## config.mk

```make
export PLATFORM = sky130hd
export DESIGN_NAME = pipe_hazard_ctrl
export DESIGN_NICKNAME = d
export VERILOG_FILES = /design/src/rtl/y86_pkg.sv /design/src/rtl/sat_counter.sv /design/src/rtl/pipe_hazard_ctrl.sv
export SDC_FILE = /design/constraint.sdc
export NUM_CORES = 1
export LEC_CHECK = 0
export CELL_PAD_IN_SITES_DETAIL_PLACEMENT = 1
export CELL_PAD_IN_SITES_GLOBAL_PLACEMENT = 1
export CORE_ASPECT_RATIO = 2
export CORE_UTILIZATION = 42
export CTS_CLUSTER_DIAMETER = 200
export DETAILED_ROUTE_END_ITERATION = 8
export GPL_ROUTABILITY_DRIVEN = 0
export PLACE_DENSITY_LB_ADDON = 0.3
export SLEW_MARGIN = 15
export SYNTH_ARGS = -nofsm -noshare
export SYNTH_HDL_FRONTEND = slang
export SYNTH_HIERARCHICAL = 1
export SYNTH_SLANG_ARGS = --single-unit
```

## constraint.sdc

```tcl
create_clock -name clk -period 6.2 [get_ports clk]
set_clock_uncertainty 0.1 [all_clocks]
set_input_delay 0.62 -clock clk [delete_from_list [all_inputs] [get_ports clk]]
set_output_delay 0.62 -clock clk [all_outputs]
set_load 0.01 [all_outputs]
```

## src/rtl/y86_pkg.sv

```systemverilog
// Shared Y86-64 definitions: instruction codes, status codes, register ids and run-state encodings.
// Imported by every pipeline stage and by the control unit.
package y86_pkg;

   localparam logic [3:0] IHALT   = 4'h0;
   localparam logic [3:0] INOP    = 4'h1;
   localparam logic [3:0] IRRMOVQ = 4'h2;
   localparam logic [3:0] IIRMOVQ = 4'h3;
   localparam logic [3:0] IRMMOVQ = 4'h4;
   localparam logic [3:0] IMRMOVQ = 4'h5;
   localparam logic [3:0] IOPQ    = 4'h6;
   localparam logic [3:0] IJXX    = 4'h7;
   localparam logic [3:0] ICALL   = 4'h8;
   localparam logic [3:0] IRET    = 4'h9;
   localparam logic [3:0] IPUSHQ  = 4'hA;
   localparam logic [3:0] IPOPQ   = 4'hB;

   localparam logic [2:0] SAOK = 3'd1;
   localparam logic [2:0] SADR = 3'd2;
   localparam logic [2:0] SINS = 3'd3;
   localparam logic [2:0] SHLT = 3'd4;

   localparam logic [3:0] RNONE = 4'hF;

   typedef enum logic [1:0] {
      RS_FLUSH  = 2'b00,
      RS_RUN    = 2'b01,
      RS_HALTED = 2'b10
   } runState_t;

   // Status 0 (bubble) and SAOK are both non-exceptional.
   function automatic logic isExc(input logic [2:0] stat);
      return (stat == SADR) || (stat == SINS) || (stat == SHLT);
   endfunction

endpackage

```

## src/rtl/sat_counter.sv

```systemverilog
// Saturating up-counter with asynchronous active-low clear; sticks at all-ones.
// One-cycle update latency; inc is ignored once saturated.
module sat_counter #(
   parameter int W = 64
) (
   input  logic         clk,
   input  logic         clrN,
   input  logic         inc,
   output logic [W-1:0] count
);

   localparam logic [W-1:0] ONE = {{(W-1){1'b0}}, 1'b1};

   always_ff @(posedge clk or negedge clrN) begin
      if (!clrN) begin
         count <= '0;
      end else if (inc && (count != '1)) begin
         count <= count + ONE;
      end
   end

endmodule

```

## src/rtl/pipe_hazard_ctrl.sv

```systemverilog
// Y86-64 pipeline control: stall/bubble generation, flush/run/halt state machine, perf counters.
// Controls are combinational from stage fields in RUN; state, halt status and counters update per edge.
module pipe_hazard_ctrl
   import y86_pkg::*;
#(
   parameter int CNT_W        = 64,
   parameter int FLUSH_CYCLES = 3,
   parameter bit PERF_EN      = 1'b1
) (
   input  logic             clk,
   input  logic             rst_n,
   input  logic [3:0]       D_icode,
   input  logic [3:0]       d_srcA,
   input  logic [3:0]       d_srcB,
   input  logic [3:0]       E_icode,
   input  logic [3:0]       E_dstM,
   input  logic             e_Cnd,
   input  logic [3:0]       M_icode,
   input  logic [2:0]       m_stat,
   input  logic [3:0]       W_icode,
   input  logic [2:0]       W_stat,
   output logic             F_stall,
   output logic             D_stall,
   output logic             D_bubble,
   output logic             E_bubble,
   output logic             M_bubble,
   output logic             W_stall,
   output logic [1:0]       run_state,
   output logic             halted,
   output logic [2:0]       halt_stat,
   output logic [CNT_W-1:0] cycle_cnt,
   output logic [CNT_W-1:0] retire_cnt,
   output logic [CNT_W-1:0] bubble_cnt
);

   localparam int FW = (FLUSH_CYCLES > 1) ? $clog2(FLUSH_CYCLES) : 1;
   localparam logic [FW-1:0] FLUSH_INIT = FW'(FLUSH_CYCLES - 1);

   runState_t   state;
   logic [FW-1:0] flushCnt;

   logic loadUse;
   logic retHaz;
   logic misPred;
   logic excM;
   logic excW;

   assign loadUse = ((E_icode == IMRMOVQ) || (E_icode == IPOPQ)) && (E_dstM != RNONE) &&
                    ((E_dstM == d_srcA) || (E_dstM == d_srcB));
   assign retHaz  = (D_icode == IRET) || (E_icode == IRET) || (M_icode == IRET);
   assign misPred = (E_icode == IJXX) && !e_Cnd;
   assign excM    = isExc(m_stat);
   assign excW    = isExc(W_stat);

   // Outside RUN/HALTED (flush and reset) the pipe is held at the ends and bubbled in the middle.
   always_comb begin
      F_stall  = 1'b1;
      D_stall  = 1'b0;
      D_bubble = 1'b1;
      E_bubble = 1'b1;
      M_bubble = 1'b1;
      W_stall  = 1'b1;
      case (state)
         RS_RUN: begin
            F_stall  = loadUse | retHaz;
            D_stall  = loadUse;
            D_bubble = misPred | (!loadUse & retHaz);
            E_bubble = misPred | loadUse;
            M_bubble = excM | excW;
            W_stall  = excW;
         end
         RS_HALTED: begin
            F_stall  = 1'b1;
            D_stall  = 1'b1;
            D_bubble = 1'b0;
            E_bubble = 1'b0;
            M_bubble = 1'b0;
            W_stall  = 1'b1;
         end
         default: begin
         end
      endcase
   end

   always_ff @(posedge clk or negedge rst_n) begin
      if (!rst_n) begin
         state     <= RS_FLUSH;
         flushCnt  <= FLUSH_INIT;
         halted    <= 1'b0;
         halt_stat <= 3'd0;
      end else begin
         case (state)
            RS_FLUSH: begin
               if (flushCnt == '0) begin
                  state <= RS_RUN;
               end else begin
                  flushCnt <= flushCnt - FW'(1);
               end
            end
            RS_RUN: begin
               if (excW) begin
                  state     <= RS_HALTED;
                  halted    <= 1'b1;
                  halt_stat <= W_stat;
               end
            end
            default: begin
            end
         endcase
      end
   end

   assign run_state = state;

   logic inRun;
   logic cycInc;
   logic retInc;
   logic bubInc;

   assign inRun  = (state == RS_RUN);
   assign cycInc = inRun;
   assign retInc = inRun && (W_stat == SAOK) && (W_icode != INOP) && !W_stall;
   // The halting cycle raises M_bubble, but it is accounted as a plain cycle only.
   assign bubInc = inRun && (D_bubble | E_bubble | M_bubble) && !excW;

   generate
      if (PERF_EN) begin : g_perf
         sat_counter #(.W(CNT_W)) u_cycCnt (
            .clk   (clk),
            .clrN  (rst_n),
            .inc   (cycInc),
            .count (cycle_cnt)
         );
         sat_counter #(.W(CNT_W)) u_retCnt (
            .clk   (clk),
            .clrN  (rst_n),
            .inc   (retInc),
            .count (retire_cnt)
         );
         sat_counter #(.W(CNT_W)) u_bubCnt (
            .clk   (clk),
            .clrN  (rst_n),
            .inc   (bubInc),
            .count (bubble_cnt)
         );
      end else begin : g_noPerf
         assign cycle_cnt  = '0;
         assign retire_cnt = '0;
         assign bubble_cnt = '0;
      end
   endgenerate

endmodule

```

# Word-level counts from Yosys, hierarchy flattened
# Index checks and enable logic that the tools add are counted.
# totals
out_inout_bits	204
inputBits	37
ff_bits	200
# op_classes
add_sub_neg	4
n_reduce_logical	29
eq_ne	24
mux	9
bitwise_logic	8
# ops
op	n
$add 64x1->64 const B	3
$ne 64x64->1 const B	3
$eq 4x4->1 const B	4
$eq 3x2->1 const B	4
$logic_and 1x1->1	11
$eq 4x3->1 const B	2
$eq 4x4->1	2
$logic_or 1x1->1	8
$pmux 1 s2	4
$eq 3x3->1 const B	2
$or 1x1->1	6
$logic_not 1->1	4
$logic_not 2->1	2
$mux 2	2
$ne 2x2->1 const B	2
$ne 4x1->1 const B	1
$ne 4x4->1 const B	1
$pmux 2 s2	1
$reduce_and 2->1	2
$eq 3x1->1 const B	1
$reduce_and 3->1	1
$eq 2x1->1 const B	1
$eq 2x2->1 const B	1
$mux 1	2
4 further kinds	4

# Longest topological paths before layout
# Gate-level depths: netlist of run 1.
# logic_depth
ltp_word	13
depth_mapped	12
depth_no_buf	10

# Hierarchy
# The synthesis of run 1 kept the hierarchy.
# by_module_without_submodules
mod	n_inst	area_per_inst_um2	cells_each
sat_counter	3	3266.9	316
pipe_hazard_ctrl	1	681.9	75

# Worst setup path after synthesis of run 1
# Ideal clock, no wire load.
# synth_timing
path_kind	flip-flop to flip-flop
start	reg state[1], in the netlist run_state[1]
end	reg g_perf.u_bubCnt.count[35]
arrival_ns	2.698
setup_slack_ns	3.322
path_stages_with_launch	12
setup_time_ns	0.080
n_path_buf	2
path_cell_list	dfrtp_1 inv_1 ha_1 buf_2 inv_1 or3_1 a31oi_1 inv_1 a31o_4 buf_6 nor4_1 xor2_1
# synth_via
elab_chain_len	7
elab_cells_between_ends	10
# synth_rtl
item	line_no	source
start, declared	pipe_hazard_ctrl.sv:39	runState_t state;
start signal, assigned	pipe_hazard_ctrl.sv:87	state <= RS_FLUSH;
start signal, assigned	pipe_hazard_ctrl.sv:95	state <= RS_RUN;
start signal, assigned	pipe_hazard_ctrl.sv:102	state <= RS_HALTED;
$eq 2x1->1 (*)	pipe_hazard_ctrl.sv:120	assign inRun = (state == RS_RUN);
via cycInc	pipe_hazard_ctrl.sv:116	logic cycInc;
$pmux 1 s2	pipe_hazard_ctrl.sv:63	case (state)
$or 1x1->1 (2 in a row)	pipe_hazard_ctrl.sv:124	assign bubInc = inRun && (D_bubble | E_bubble | M_bubble) && !excW;
$logic_and 1x1->1 (*) (2 in a row)	pipe_hazard_ctrl.sv:124	
via bubInc	pipe_hazard_ctrl.sv:118	logic bubInc;
$logic_and 1x1->1 (*)	sat_counter.sv:17	end else if (inc && (count != '1)) begin
end signal, assigned	sat_counter.sv:18	count <= count + ONE;
end, declared	sat_counter.sv:9	output logic [W-1:0] count
# Mark *: on every way through the listed nets, which the timed path passes. The rest lies on a longest branch.
# A chain may end at the register's enable or synchronous reset.

# Worst setup path after layout of run 1
# layout_timing
start	reg state[1], in the netlist run_state[1]
end	reg g_perf.u_bubCnt.count[53]
# The elaborated chain is that of the path after synthesis.

==> flow_metrics.py, run 1 <==
metrics = {
    "critical_path": {
        "start_kind": "register",
        "path_buf_inv": 3,
        "critPathCaptureType": "register",
        "cp_slowest_cell": "a31oi_1",
        "path_max_fanout": 22,
        "required_ns": 6.47,
        "crit_family": "compound AO/OA/AOI/OAI gates",
        "cpMostUsedCell": "inv_1",
        "worst_path_largest_cell_delay_ns": 0.56,
        "worstPathArrival_ns": 4.03,
        "path_class": "register to register",
        "crit_chain": "inv_1 -> ha_1 -> inv_1 -> or3_1 -> a31oi_1 -> inv_1 -> a31o_4 -> nor3_1 -> xor2_1",
    },
    "floorplanning": {
        "io_pins": 241,
        "dieArea_um2": 25600,
        "die_w_um": 114,
        "dieHeight_um": 225,
        "num_rows": 81,
        "initial_core_util_pct": 42.7,
        "core_area_um2": 24500,
    },
    "sta": {
        "fin_ws_ns": 2.45,
        "tns_ns": 0,
        "report.final.setup_viol": 0,
        "finalHoldViolCount": 0,
        "fin_crit_sh_pct": 60.5,
        "rsz0062_at_grt": "false",
        "slew_viol_final": 0,
        "worst_pin_slew_ns": 1.11,
        "max_freq_mhz": 266,
        "layout_min_cycle_time_ns": 3.75,
        "relSlewSlack_pct": 25.6,
    },
    "clock_network": {
        "htree_levels": 4,
        "root_buffer": "clkbuf_16",
        "cts_setup_buffers": 0,
        "cts-buffers-inserted": 17,
        "clk_path_buf_depth": 2,
        "clk_pin_slew_ns": 0.07,
        "cts-resized-gates": 0,
        "insertion_delay_ns": 0.46,
        "hold_buffers": 0,
        "cts_tree": "yes",
        "cts_sinks": 200,
    },
    "placed_design": {
        "placed_cell_area_um2": 13200,
        "dp_hpwl_mm": 27.6,
        "dpl.cell_count": 1589,
        "numPortBuffers": 240,
        "dp_slack_ns": 1.96,
    },
    "synth": {
        "yosysSeqAreaShare_pct": 47.8,
        "syn_avg_cell_area_um2": 10.2,
        "ys_seq_elements": 200,
        "yosys.area.top_type": "dfrtp_1",
        "ys_types": 52,
        "syn_area_um2": 10500,
        "synthFlopType": "dfrtp_1",
        "yosys_warnings": 6,
        "synthArstFlopShare_pct": 100,
        "synthTopCellsByArea": "dfrtp_1, xor2_1, xnor2_1, nand4_1, nand2_1",
        "synth_fp_nets": 1067,
        "netlist_instances": 1023,
        "synth_edf_count": 0,
        "synth_top_area_share_pct": 47.5,
    },
    "status": {
        "status": "finished clean",
    },
    "power_and_ir_drop": {
        "leakage_uw": 0.00568,
        "powerDensity_nw_per_um2": 191,
        "peakVddDrop_uv": 158,
    },
    "detailed_routing": {
        "drt_iter0_markers": 299,
        "wl_per_cell_um": 22.0,
        "via_count": 9285,
        "drc_errors": 0,
        "via_per_inst": 5.72,
        "ant_nets": 0,
        "totalWireLength_mm": 35.7,
        "dr.pass1.iters": 4,
    },
    "global_routing": {
        "use_met2_pct": 55.8,
        "grtUsageMet3_pct": 6.56,
        "met1_usage_pct": 26.7,
        "grt_usage_pct": 29.0,
        "grt-ovfl-total": 0,
        "grt_pass1_wl_mm": 56.0,
        "grt_max_degree": 104,
        "antenna_found_initial": 1,
        "grt.busiest_layer": "met2",
        "grt_pass1_vias": 10200,
    },
    "cells_and_area": {
        "nets": 1320,
        "area_growth_pct": 32.6,
        "layout_common_cells": "clkdlybuf4s50_1, dfrtp_1, nand2_1",
        "layout_commonest_cell": "clkdlybuf4s50_1",
        "fin_cells": 1622,
        "design_area_um2": 13900,
        "drive_gt1_share_pct": 6.90,
    },
    "flow_run": {
        "max_cap_viol_count": 0,
    },
    "min_path": {
        "holdCritPathClass": "input pin to asynchronous set/reset pin",
    },
}
cell usage after synthesis, types with 5 or more instances:
cell type and number:
or4_1 6, a21oi_1 12, nor2_1 51, and4_2 6, xnor2_1 94, or3_1 5
nor3b_1 7, ha_1 7, nand2_1 124, and3_2 6, nand4_1 91, nor3_1 60
xor2_1 101, nor4_4 6, buf_6 9, inv_1 24, and3_1 18, dfrtp_1 199
o21ai_0 6, nor2b_1 6, nand3_1 69, nor4_1 49
metal layers:
metal / up-vias / share of wire [%]
met1: 4691 / 33
met2: 273 / 57
li1: 4211 / -
met3: 110 / 4.5
met4: 0 / 5.8
met5: - / 0
registers in the layout, summed over array words and instances, names as in the netlist:
register               flops
halted                     1
halt_stat                  3
g_perf.u_bubCnt/count     64
run_state                  2
g_perf.u_cycCnt/count     64
g_perf.u_retCnt/count     64
flushCnt                   2
kinds of logic after synthesis:
kind of cell	Yosys count	synth area share (%)
flip-flops	200	47.8
XOR/XNOR	195	16.3
AND/OR/NAND/NOR	545	29.7
adder cells (fa/ha/maj)	7	0.835
buffers and inverters	37	2.02
AO/OA/AOI/OAI	37	3.20
multiplexers	2	0.215
metrics by stage:
stage | power, µW | hold slack (ns) | util, %
final | 2660 | 0.0885 | 56.7
after global routing | 2740 | 0.171 | 56.7
after CTS | 2690 | 0.165 | 56.6
after detailed placement | 1460 | 0.374 | 54.0
after global placement | 1450 | 0.361 | 54.0
after floorplan | 1370 | 0.224 | -
final timing paths:
kind	startpoint	to	slack (ns)	cells after the start
worst max-delay path	run_state[1]$_DFFE_PN0P_	g_perf.u_bubCnt/count[53]$_DFFE_PN0P_	2.45	9
worst min-delay path	rst_n	g_perf.u_cycCnt/count[28]$_DFFE_PN0P_	0.09	1
worst max register to register	run_state[1]$_DFFE_PN0P_	g_perf.u_bubCnt/count[53]$_DFFE_PN0P_	2.45	9
worst min register to register	flushCnt[1]$_DFFE_PN1P_	flushCnt[1]$_DFFE_PN1P_	0.38	2
max in group asynchronous	rst_n	g_perf.u_bubCnt/count[1]$_DFFE_PN0P_	4.80	2
min in group clk	flushCnt[1]$_DFFE_PN1P_	flushCnt[1]$_DFFE_PN1P_	0.38	2
area by class of cell:
class / count / area (µm²)
diodes: 1 / 2.50
clock buffers: 19 / 453
clock inverters: 13 / 193
fillers: 2745 / 10600
inverters: 24 / 90.1
multi-input cells: 786 / 5270
flip-flops and latches: 200 / 5010
well taps: 332 / 415
repair buffers: 247 / 2470
report_power, final:
group	switching [µW]	internal [µW]	total, µW
clock network	526	702	1230
logic	51.2	46.7	97.9
registers	17.0	1310	1330
Note: power is estimated with default switching activity, not from simulation.
==> run 2, diff against run 1 <==
--- a/config.mk
+++ b/config.mk
@@ -8,7 +8,7 @@
 export CELL_PAD_IN_SITES_DETAIL_PLACEMENT = 1
 export CELL_PAD_IN_SITES_GLOBAL_PLACEMENT = 1
 export CORE_ASPECT_RATIO = 2
-export CORE_UTILIZATION = 42
+export CORE_UTILIZATION = 35
 export CTS_CLUSTER_DIAMETER = 200
 export DETAILED_ROUTE_END_ITERATION = 8
 export GPL_ROUTABILITY_DRIVEN = 0
==> constraint.sdc (replaced) <==
create_clock -name clk -period 3.45 [get_ports clk]
set_clock_uncertainty 0.1 [all_clocks]
set_input_delay 0.345 -clock clk [delete_from_list [all_inputs] [get_ports clk]]
set_output_delay 0.345 -clock clk [all_outputs]
set_load 0.01 [all_outputs]
==> run 2 against run 1 <==
  * Wire length increased by 0.70%
  * Clock-buffer cell count increased by 4
  * Worst setup slack got worse by 2.1 ns
  * Die area increased by 20%
  * Utilization decreased by 8.6 points
  * Sequential power increased by 80%
  * Clock power increased by 77%
  * Global-route usage decreased by 5.0 points
  * First-iteration DRC count increased by 10%
  * Fmax increased by 23%
  * Sequential share of layout area decreased by 0.69 points
  * Via count increased by 0.68%
==> flow_metrics.py, run 2 (same netlist as run 1, synthesis figures left out) <==
metrics = {
    "global_routing": {
        "grt_usage_pct": 24.0,
        "antenna_found_initial": 0,
        "grt_pass1_vias": 10200,
        "grt_max_degree": 65,
        "grt-ovfl-total": 0,
        "grt_pass1_wl_mm": 57.1,
    },
    "sta": {
        "whs_ns": 0.319,
        "finalHoldViolCount": 0,
        "rsz0062_at_grt": "false",
        "fin_crit_sh_pct": 88.6,
        "layout_min_cycle_time_ns": 3.06,
        "max_freq_mhz": 327,
        "slew_viol_final": 0,
        "worst_pin_slew_ns": 0.890,
        "report.final.setup_viol": 0,
        "relSlewSlack_pct": 40.5,
        "tns_ns": 0,
    },
    "cells_and_area": {
        "diodes": 0,
        "nets": 1352,
        "area_growth_pct": 35.2,
        "layout_commonest_cell": "clkdlybuf4s50_1",
        "layout_common_cells": "clkdlybuf4s50_1, dfrtp_1, nand2_1",
        "finalCoreUtilization_pct": 48.0,
        "drive_gt1_share_pct": 8.93,
        "reg_top3": "g_perf.u_bubCnt/count x64, g_perf.u_cycCnt/count x64, g_perf.u_retCnt/count x64",
    },
    "power_and_ir_drop": {
        "seqPwrFrac_pct": 50.3,
        "leakage_uw": 0.00585,
        "p_int_uw": 3680,
        "peakVddDrop_uv": 332,
        "powerDensity_nw_per_um2": 335,
        "combPwrFrac_pct": 3.8,
        "pwr-share-clk_pct": 45.9,
        "switching_share_pct": 22.6,
        "power.switching_uw": 1070,
    },
    "critical_path": {
        "rr_worst_depth": 10,
        "crit_family": "simple AND/OR/NAND/NOR gates",
        "cpMostUsedCell": "inv_1",
        "worst_path_largest_cell_delay_ns": 0.43,
        "start_kind": "register",
        "cp_slowest_cell": "or3_1",
        "path_depth": 10,
        "path_class": "register to register",
        "crit_chain": "inv_1 -> ha_1 -> inv_1 -> or3_1 -> a31oi_1 -> buf_4 -> inv_1 -> a31o_4 -> nor4_1 -> xnor2_1",
        "path_max_fanout": 22,
        "worstPathArrival_ns": 3.33,
        "required_ns": 3.73,
        "critPathCaptureType": "register",
        "path_buf_inv": 4,
    },
    "clock_network": {
        "clk_pin_slew_ns": 0.08,
        "cts_tree": "yes",
        "htree_levels": 4,
        "root_buffer": "clkbuf_16",
        "insertion_delay_ns": 0.46,
        "cts-resized-gates": 0,
        "cts_sinks": 200,
        "cts-buffers-inserted": 17,
        "clk_path_buf_depth": 2,
    },
    "detailed_routing": {
        "via_per_inst": 5.55,
        "totalWireLength_mm": 36.0,
        "drt_iter0_markers": 329,
        "wl_per_cell_um": 21.4,
        "drc_errors": 0,
        "dr.pass1.iters": 4,
        "via_count": 9348,
        "ant_nets": 0,
    },
    "status": {
        "status": "finished clean",
    },
    "min_path": {
        "holdCritPathClass": "input pin to asynchronous set/reset pin",
    },
    "floorplanning": {
        "initial_core_util_pct": 35.5,
        "dieHeight_um": 247,
        "dieArea_um2": 30700,
        "core_area_um2": 29500,
        "num_rows": 89,
        "io_pins": 241,
        "die_w_um": 124,
    },
    "placed_design": {
        "numPortBuffers": 240,
        "dp_hpwl_mm": 28.0,
    },
    "flow_run": {
        "max_cap_viol_count": 0,
    },
}
[run 2: cell types whose count changed in the layout (fill, tap and decap cells not counted), sizes merged]
cell,previous run,this run
diode,1,0
buf,7,38
clkbuf,20,24
clkinvlp,4,0
dlygate4sd3,0,1
bufinv,4,3
clkinv,2,4
inv,27,26
[run 2: repair_timing]
action | in CTS | in global routing
hold buffers | 1 | 0
endpoints found under the hold margin | 55 | 0
setup buffers | 0 | 0
endpoints found under the setup margin | 0 | 0
[run 2: power groups by stage]
stage / Combinational [µW] / Sequential (µW) / Clock, µW
4_1_cts: 186 / 2390 / 2230
5_1_grt: 200 / 2390 / 2320
3_3_place_gp: 180 / 2430 / 0
2_1_floorplan: 27.6 / 2440 / 0
6_report: 181 / 2390 / 2180
3_5_place_dp: 184 / 2430 / 0
[run 2: worst paths after layout]
check                                    startpoint                                     to  slack (ns)
max                        run_state[1]$_DFFE_PN0P_  g_perf.u_bubCnt/count[63]$_DFFE_PN0P_        0.39
min                                           rst_n  g_perf.u_cycCnt/count[16]$_DFFE_PN0P_        0.32
max reg2reg                run_state[1]$_DFFE_PN0P_  g_perf.u_bubCnt/count[63]$_DFFE_PN0P_        0.39
min reg2reg                      halted$_DFFE_PN0P_                     halted$_DFFE_PN0P_        0.37
max in group asynchronous                     rst_n  g_perf.u_bubCnt/count[36]$_DFFE_PN0P_        2.01
min in group clk                 halted$_DFFE_PN0P_                     halted$_DFFE_PN0P_        0.37
[run 2: area by class of cell]
type	instances	area, µm²
multi-input combinational	786	5270
sequential	200	5010
clock buffer	23	488
timing repair buffer	279	2730
fill	3250	15300
tap	364	455
clock inverter	9	138
inverter	24	90.1
[run 2: per-layer routing]
| metal | up-vias | global-route usage [%] | share of wire, % |
|---|---|---|---|
| li1 | 4270 | - | - |
| met4 | 0 | 13.4 | 4.8 |
| met5 | - | 0 | 0 |
| met1 | 4724 | 21.8 | 33 |
| met3 | 91 | 4.93 | 4.1 |
| met2 | 263 | 48.2 | 58 |
[run 2: metrics by stage]
stage / instance area [µm²] / total power, µW / setup slack, ns / cells
after floorplan: 10500 / 2460 / 0.572 / 1023
after global placement: 13500 / 2610 / 0.193 / 1652
after detailed placement: 13500 / 2620 / 0.160 / 1652
after CTS: 14200 / 4800 / 0.297 / 1685
after global routing: 14200 / 4910 / 0.108 / 1685
final: 14200 / 4750 / 0.394 / 1685
